File: src/rtl/debounce_pkg.sv
// Shared timing constants, hold-phase encoding and width helpers for the
// push-button debouncer bank.
package debounce_pkg;

  localparam int STABLE_20MS_100M  = 2_000_000;
  localparam int HOLD_1S_100M      = 100_000_000;
  localparam int REPEAT_200MS_100M = 20_000_000;

  typedef enum logic [1:0] {
    PH_HOLD,
    PH_REPEAT,
    PH_DONE
  } hold_phase_e;

  function automatic int clog2(input int value);
    int r;
    r = 0;
    for (int i = 0; i < 32; i++) begin
      if ((64'd1 << i) < 64'(value)) r = i + 1;
    end
    return r;
  endfunction

  function automatic int maxInt(input int a, input int b);
    return (a > b) ? a : b;
  endfunction

endpackage

File: src/rtl/debounce_chan.sv
// One debouncer channel: 2-FF synchroniser, stability counter, clean level,
// press/release pulses and long-press / auto-repeat detection.
module debounce_chan
  import debounce_pkg::*;
#(
  parameter int STABLE_CYC = STABLE_20MS_100M,
  parameter int HOLD_CYC   = HOLD_1S_100M,
  parameter int REPEAT_CYC = REPEAT_200MS_100M,
  parameter bit INV        = 1'b0
) (
  input  logic clk,
  input  logic n_rst,
  input  logic btn_i,
  output logic btn_o,
  output logic rise_o,
  output logic fall_o,
  output logic long_o
);

  localparam int CW = clog2(STABLE_CYC);
  localparam int HW = clog2(maxInt(HOLD_CYC, REPEAT_CYC) + 1);
  localparam logic [CW-1:0] STABLE_LAST = CW'(STABLE_CYC - 1);
  localparam logic [HW-1:0] HOLD_LAST   = HW'(HOLD_CYC - 1);
  localparam logic [HW-1:0] REPEAT_LAST = HW'((REPEAT_CYC > 0) ? REPEAT_CYC - 1 : 0);

  logic          s1_q, s2_q;
  logic [CW-1:0] cnt_q, cnt_d;
  logic          level_q, level_d;
  logic [HW-1:0] hcnt_q, hcnt_d;
  hold_phase_e   phase_q, phase_d;
  logic          rise_q, rise_d;
  logic          fall_q, fall_d;
  logic          long_q, long_d;
  logic          mismatch;
  logic          toggle;

  assign mismatch = (s2_q != level_q);
  assign toggle   = mismatch && (cnt_q == STABLE_LAST);

  always_ff @(posedge clk) begin
    if (!n_rst) begin
      s1_q    <= 1'b0;
      s2_q    <= 1'b0;
      cnt_q   <= '0;
      level_q <= 1'b0;
      hcnt_q  <= '0;
      phase_q <= PH_HOLD;
      rise_q  <= 1'b0;
      fall_q  <= 1'b0;
      long_q  <= 1'b0;
    end else begin
      s1_q    <= btn_i ^ INV;
      s2_q    <= s1_q;
      cnt_q   <= cnt_d;
      level_q <= level_d;
      hcnt_q  <= hcnt_d;
      phase_q <= phase_d;
      rise_q  <= rise_d;
      fall_q  <= fall_d;
      long_q  <= long_d;
    end
  end

  // Any matching sample (a bounce) restarts the stability count from zero.
  always_comb begin
    cnt_d   = '0;
    level_d = level_q;
    if (toggle) begin
      level_d = s2_q;
    end else if (mismatch) begin
      cnt_d = cnt_q + 1'b1;
    end
  end

  // The hold count restarts on every toggle and idles at zero while released;
  // after the first long pulse it counts repeat periods, or parks when repeat is off.
  always_comb begin
    hcnt_d  = '0;
    phase_d = PH_HOLD;
    if (level_q && !toggle) begin
      case (phase_q)
        PH_HOLD: begin
          if (hcnt_q == HOLD_LAST) begin
            if (REPEAT_CYC > 0) begin
              phase_d = PH_REPEAT;
            end else begin
              hcnt_d  = hcnt_q;
              phase_d = PH_DONE;
            end
          end else begin
            hcnt_d = hcnt_q + 1'b1;
          end
        end
        PH_REPEAT: begin
          phase_d = PH_REPEAT;
          if (hcnt_q != REPEAT_LAST) hcnt_d = hcnt_q + 1'b1;
        end
        default: begin
          hcnt_d  = hcnt_q;
          phase_d = PH_DONE;
        end
      endcase
    end
  end

  always_comb begin
    rise_d = toggle && s2_q;
    fall_d = toggle && !s2_q;
    long_d = 1'b0;
    if (level_q && !toggle) begin
      if (phase_q == PH_HOLD && hcnt_q == HOLD_LAST) long_d = 1'b1;
      if (phase_q == PH_REPEAT && hcnt_q == REPEAT_LAST) long_d = 1'b1;
    end
  end

  assign btn_o  = level_q;
  assign rise_o = rise_q;
  assign fall_o = fall_q;
  assign long_o = long_q;

endmodule

File: src/rtl/debounce_bank.sv
// NCH-channel debouncer bank for board buttons and switches; each channel is
// an independent debounce_chan with optional pin inversion.
module debounce_bank
  import debounce_pkg::*;
#(
  parameter int             NCH        = 4,
  parameter int             STABLE_CYC = STABLE_20MS_100M,
  parameter int             HOLD_CYC   = HOLD_1S_100M,
  parameter int             REPEAT_CYC = REPEAT_200MS_100M,
  parameter logic [NCH-1:0] INV_MASK   = '0
) (
  input  logic           clk,
  input  logic           n_rst,
  input  logic [NCH-1:0] btn_i,
  output logic [NCH-1:0] btn_o,
  output logic [NCH-1:0] rise_o,
  output logic [NCH-1:0] fall_o,
  output logic [NCH-1:0] long_o
);

  if (STABLE_CYC < 2) begin : gStableCheck
    $error("debounce_bank: STABLE_CYC must be >= 2");
  end
  if (HOLD_CYC < 1) begin : gHoldCheck
    $error("debounce_bank: HOLD_CYC must be >= 1");
  end
  if (REPEAT_CYC < 0) begin : gRepeatCheck
    $error("debounce_bank: REPEAT_CYC must be >= 0");
  end

  for (genvar k = 0; k < NCH; k++) begin : gChan
    debounce_chan #(
      .STABLE_CYC(STABLE_CYC),
      .HOLD_CYC  (HOLD_CYC),
      .REPEAT_CYC(REPEAT_CYC),
      .INV       (INV_MASK[k])
    ) uChan (
      .clk   (clk),
      .n_rst (n_rst),
      .btn_i (btn_i[k]),
      .btn_o (btn_o[k]),
      .rise_o(rise_o[k]),
      .fall_o(fall_o[k]),
      .long_o(long_o[k])
    );
  end

endmodule

File: config.mk
export PLATFORM = sky130hd
export DESIGN_NAME = debounce_bank
export DESIGN_NICKNAME = d
export VERILOG_FILES = /design/src/rtl/debounce_pkg.sv /design/src/rtl/debounce_chan.sv /design/src/rtl/debounce_bank.sv
export SDC_FILE = /design/constraint.sdc
export NUM_CORES = 1
export LEC_CHECK = 0
export BUFFER_PORTS_ARGS = -buffer_cell sky130_fd_sc_hd__buf_2
export CAP_MARGIN = 20
export CORE_UTILIZATION = 57
export DETAILED_ROUTE_END_ITERATION = 8
export GPL_ROUTABILITY_DRIVEN = 0
export PLACE_DENSITY_LB_ADDON = 0.3
export SYNTH_ARGS = -nofsm -noshare
export SYNTH_HDL_FRONTEND = slang
export SYNTH_SLANG_ARGS = --single-unit
File: constraint.sdc
create_clock -name clk -period 2.1 [get_ports clk]
set_input_delay 0.105 -clock clk [delete_from_list [all_inputs] [get_ports clk]]
set_output_delay 0.105 -clock clk [all_outputs]
set_load 0.02 [all_outputs]
Word level (Yosys, flattened, before mapping)
Cells that the tools add are included.

Bits of input ports: 6. Bits in registers: 224. Output and inout port bits: 16.

Reductions and logical operators: 48. Bitwise gates (word level): 5. Equality and inequality tests: 24. Add/sub/neg operators: 8. Multiplexer cells: 28.

Operator list (number): $mux W27 (8); $pmux W27 S2 (4); $add A27 B1 Y27 const B (4); $eq A27 B25 Y1 const B (4); $eq A27 B27 Y1 const B (4); $ne A27 B25 Y1 const B (4); $add A21 B1 Y21 const B (4); $eq A21 B21 Y1 const B (4); $logic_and A1 B1 Y1 (24); $pmux W2 S2 (4); $mux W1 (12); $reduce_or A3 Y1 (4); $eq A2 B1 Y1 const B (4); $logic_not A1 Y1 (8); $logic_not A2 Y1 (4); $reduce_and A2 Y1 (4); $reduce_bool A2 Y1 (4); $not A1 Y1 (5); $ne A1 B1 Y1 (4).

Longest topological paths before layout
Depth in word-level cells: 5. Depth in mapped cells: 7. Depth with buffers taken out: 5.

By module
From an unflattened synthesis, not the netlist that was laid out.

Cell total of the unflattened synthesis: 1167. Area, all modules: 10457.5 um^2.

Modules (own cells, without submodules): debounce_chan at gChan[0].uChan ... (cells each 294, area each 2625.0 um^2, times used 3, sequential area each 1121.1 um^2); debounce_chan at gChan[3].uChan (cells each 285, area each 2582.5 um^2, times used 1, sequential area each 1121.1 um^2).

Least setup slack after synthesis
Ideal clock, no wire load.

Path kind: register -> register. From: register gChan[1].uChan.cnt_q[0]. To: register gChan[1].uChan.level_q. Stages on the path, launching flop included: 7. Library setup time: 0.114 ns. Data required time: 1.986 ns. Slack: -0.039 ns. Clock period less this slack: 2.139 ns. Arrival time: 2.025 ns. Cells stage by stage: dfxtp_1 > ha_1 > nand4_1 > or4_4 > o311ai_4 > buf_4 > a21bo_1.

Longest elaborated chain between the ends: 2.

Ends and longest elaborated chain: start, declared (RTL line debounce_chan.sv:27) `logic [CW-1:0] cnt_q, cnt_d;`; start signal, assigned (RTL line debounce_chan.sv:54) `cnt_q <= cnt_d;`; $eq A21 B21 Y1 (RTL line debounce_chan.sv:38) `assign toggle = mismatch && (cnt_q == STABLE_LAST);`; $logic_and A1 B1 Y1 (RTL line debounce_chan.sv:38); end signal, assigned (RTL line debounce_chan.sv:55) `level_q <= level_d;`; end, declared (RTL line debounce_chan.sv:28) `logic level_q, level_d;`.

No other way between the ends. A chain may end at the register's enable or synchronous reset.

Worst setup path in the final report
From: register gChan[1].uChan.cnt_q[12]. To: register gChan[1].uChan.hcnt_q[11].

Longest elaborated chain between the ends: 5.

Ends and longest elaborated chain: $eq A21 B21 Y1 (RTL line debounce_chan.sv:38); $logic_and A1 B1 Y1 (RTL line debounce_chan.sv:38); $logic_not A1 Y1 (RTL line debounce_chan.sv:80) `if (level_q && !toggle) begin`; $logic_and A1 B1 Y1 (RTL line debounce_chan.sv:80); $reduce_and A2 Y1 (no source line); end signal, assigned (RTL line debounce_chan.sv:56) `hcnt_q <= hcnt_d;`; end, declared (RTL line debounce_chan.sv:29) `logic [HW-1:0] hcnt_q, hcnt_d;`.

No other way between the ends.

==> summary.txt <==
Outcome
  – Outcome: complete, but fails checks
  – Violated checks: DRC

Worst setup path
  – Critical path peak fanout: 15
  – Crit path cell chain: or4b_1 -> or4_4 -> o311ai_4 -> buf_6 -> clkbuf_16 -> nor3_1
  – WP data required: between 2 and 3 ns
  – Worst Path Buf+Inv: 2
  – Critical path arrival: 2.44 ns
  – Critical path's slowest cell: or4b_1
  – CP Capture Type: flip-flop
  – Largest stage delay on the critical path: slightly above 0.5 ns
  – CP Launch Type: flip-flop
  – Kind of critical path: reg2reg
  – CP top delay family: simple AND/OR/NAND/NOR gates

GRT
  – Grt ovf: 0
  – Largest net degree at the start of global routing: 32
  – Vias in the first global route: 8447
  – Gr usage total: 23.3%
  – First-pass GRT wire length: 38.8 mm
  – Initial antenna violation count: 0

Clock tree
  – H-Tree Depth: 1
  – CTS root buf: clkbuf_16
  – Total CTS buffers: 25
  – TritonCTS clock tree: yes
  – Clk sinks: 224
  – Clk_lat worst skew: 0.51 ns
  – CTS max path bufs: 3
  – Clock transition at path regs: 0.06 ns

Cells and area
  – Register area: 4500 um2
  – Layout cells sized above 1: 16.5%
  – Area growth, synth to finish: 18.2%
  – Fill cells: ~1.4k
  – Multi-input gate area: 5800 um2
  – Antenna cells: 0
  – Nets: approximately 1.3k

Synthesis
  – Post-synthesis register bit count: 224
  – Post-synthesis sequential area ratio: 42.1%
  – Syn Nets: around 1.2k
  – Mapped Cells: 1202
  – Most common flop cell mapped by yosys: dfxtp_1
  – Synth unique cells: 57
  – Post-synth EDFFs: 0
  – Post-synthesis async set-or-reset flop share: 0%
  – YS warnings: 0
  – Synthesized area per cell: approximately 9 um2
  – Cell area after synthesis: 10700 um2

Timing
  – Fmax: 489 MHz
  – Setup_tns: 0 ns
  – # setup viols final: 0
  – Clk_skew: 0.0133 ns
  – Hold_ws: ~0.11 ns
  – Final min period: 2.04 ns
  – Period utilization: 97.4%
  – Slew HR: a little over two thirds
  – Worst-Margin Slew: 0.453 ns
  – Final worst setup slack: 0.0553 ns
  – Final hold violation count: 0
  – Max-slew violation total from the final report: 0

Detailed routing
  – DR iter-0 viols: 532
  – Vias per std cell: 6.11
  – Post-route antenna net violation count: 0
  – Detailed Routing Iterations Pass 1: 7
  – WL per Instance: 15.1 um
  – Routed wire length: 23.0 mm
  – Post-route DRC: 8
  – Vias: 9298

Die
  – Number of cell rows: a little under 50
  – Die Span Y: 139 um
  – Core area: 18100 um2
  – Die ar.: just under 20000 um2
  – Die W: around 140 um
  – Ports: 22
  – Initial core utilization: 58.7%

Run
  – Number of max-cap violations: 0

Pwr
  – VDD IR max: 0.523 mV
  – Cell Pwr Density: 705 nW/um2
  – Leakage power: 3.84 nW
  – Pwr Total: 8.88 mW

Place
  – Pre-CTS WS: 0.0259 ns
  – Input/output buffers: 21
  – Hpwl dp: 15.0 mm

Worst hold path
  – Hold WC Path Type: in2reg
[flip-flops by register name (all words and copies together) (netlist names)]
register             flops
gChan.uChan.hcnt_q     108
gChan.uChan.cnt_q       84
gChan.uChan.rise_o       4
gChan.uChan.long_o       4
gChan.uChan.btn_o        4
gChan.uChan.s2_q         4
gChan.uChan.phase_q      8
gChan.uChan.s1_q         4
gChan.uChan.fall_o       4
[worst register-to-register path: stages (launching register included)]
cell and delay, ns:
dfxtp_1 0.31, or4b_1 0.51, or4_4 0.46, o311ai_4 0.26, buf_6 0.18, clkbuf_16 0.17, nor3_1 0.06
[stage by stage]
| step | instance area, um2 | instances | util, % |
|---|---|---|---|
| finish | 12600 | 1523 | 69.4 |
| detailed placement | 11500 | 1471 | 63.4 |
| CTS | 12400 | 1519 | 68.4 |
| global route | 12600 | 1523 | 69.4 |
| global placement | 11500 | 1471 | 63.4 |
| floorplan | 10700 | 1202 | - |
[layer usage]
metal / wire length, um / part of all wire [%] / track usage, % / up-vias
li1: - / - / - / 4668
met1: 10700 / 47 / 31.0 / 4410
met2: 11000 / 48 / 39.9 / 182
met3: 816 / 3.6 / 3.04 / 38
met4: 417 / 1.8 / 5.91 / 0
met5: 0 / 0 / 0 / -
[cells in the final DEF (no fill, tap or decap), types with 9 or more instances in the layout]
cell       count
a21oi_1       24
nand2_1       56
xnor2_1       60
clkbuf_16     27
nand3_1       56
a211oi_1      59
and2_1        14
and3_1        18
dfxtp_2       10
nand4_1       46
o21ai_0       37
nor3_1        84
nor2_1        66
or3_1         43
o31ai_1       46
buf_4         90
inv_1         39
or4_1         59
xor2_1        38
dfxtp_1      214
nor2b_1        9
nor4_1        21
and4_1        17
buf_2         22
[kinds of logic after synthesis]
group / synth area share (%)
DFF: 42.1
muxes: 0.376
xor gates and xnor gates: 8.14
AOI/OAI and AO/OA: 12.5
and+or+nand+nor: 30.9
adders and majority gates: 0.939
buffers and inverters: 5.04
[synth_stat cells, types with 3 or more instances]
cell type  number  area, um2
dfxtp_1       224       4480
nor3_1         84        420
nor2_1         66        248
or4_1          65        488
a211oi_1       62        465
xnor2_1        61        534
nand3_1        59        295
nand2_1        56        210
nand4_1        46        288
o31ai_1        46        345
or3_1          44        275
inv_1          39        146
xor2_1         38        333
o21ai_0        37        185
clkbuf_1       35        131
a21oi_1        25        125
nor4_1         23        144
buf_2          21        105
buf_4          20        150
and3_1         18        113
and4_1         17        149
and2_1         14       87.6
nor2b_1         9       56.3
ha_1            8        100
nand2b_1        7       43.8
nand4b_1        7       61.3
nor4b_1         7       61.3
nor4bb_1        7       70.1
or2_2           5       31.3
mux2i_1         4       40.0
nand3b_1        4       30.0
nor3b_1         4       30.0
o41ai_1         4       35.0
and4b_1         3       30.0
nand4bb_1       3       33.8
or4bb_1         3       33.8
[what timing repair did]
item | 4_1_cts | 5_1_grt
hold buffers | 4 | 0
setup endpoints to repair | 0 | 136
hold endpoints to repair | 4 | 0
setup buffers | 0 | 1
resized for setup | 0 | 35
[final cells by class]
cell class                 count  share of cell area [%]
timing repair buffer         125                    7.92
clock buffer                  34                    5.71
tap                          229                    2.27
multi-input combinational    862                    46.0
inverter                      39                    1.16
clock inverter                10                    1.21
sequential                   224                    35.7
[path summary, 6_finish.rpt]
kind              cells past startpoint  slack (ns)                                      to                           startpoint
hold reg to reg                       1        0.43          gChan[3].uChan.s2_q$_SDFF_PN0_       gChan[3].uChan.s1_q$_SDFF_PN0_
hold / removal                        3        0.11        gChan[3].uChan.fall_o$_SDFF_PN0_                                n_rst
setup reg to reg                      6        0.06  gChan[1].uChan.hcnt_q[11]$_SDFFE_PN0N_  gChan[1].uChan.cnt_q[12]$_SDFF_PP0_
setup / recovery                      6        0.06  gChan[1].uChan.hcnt_q[11]$_SDFFE_PN0N_  gChan[1].uChan.cnt_q[12]$_SDFF_PP0_
[power breakdown]
part           switching [mW]  internal, mW
sequential            0.00701          4.26
combinational          0.0446        0.0290
clock                    1.67          2.87
Power figures use the tool's default switching activity.
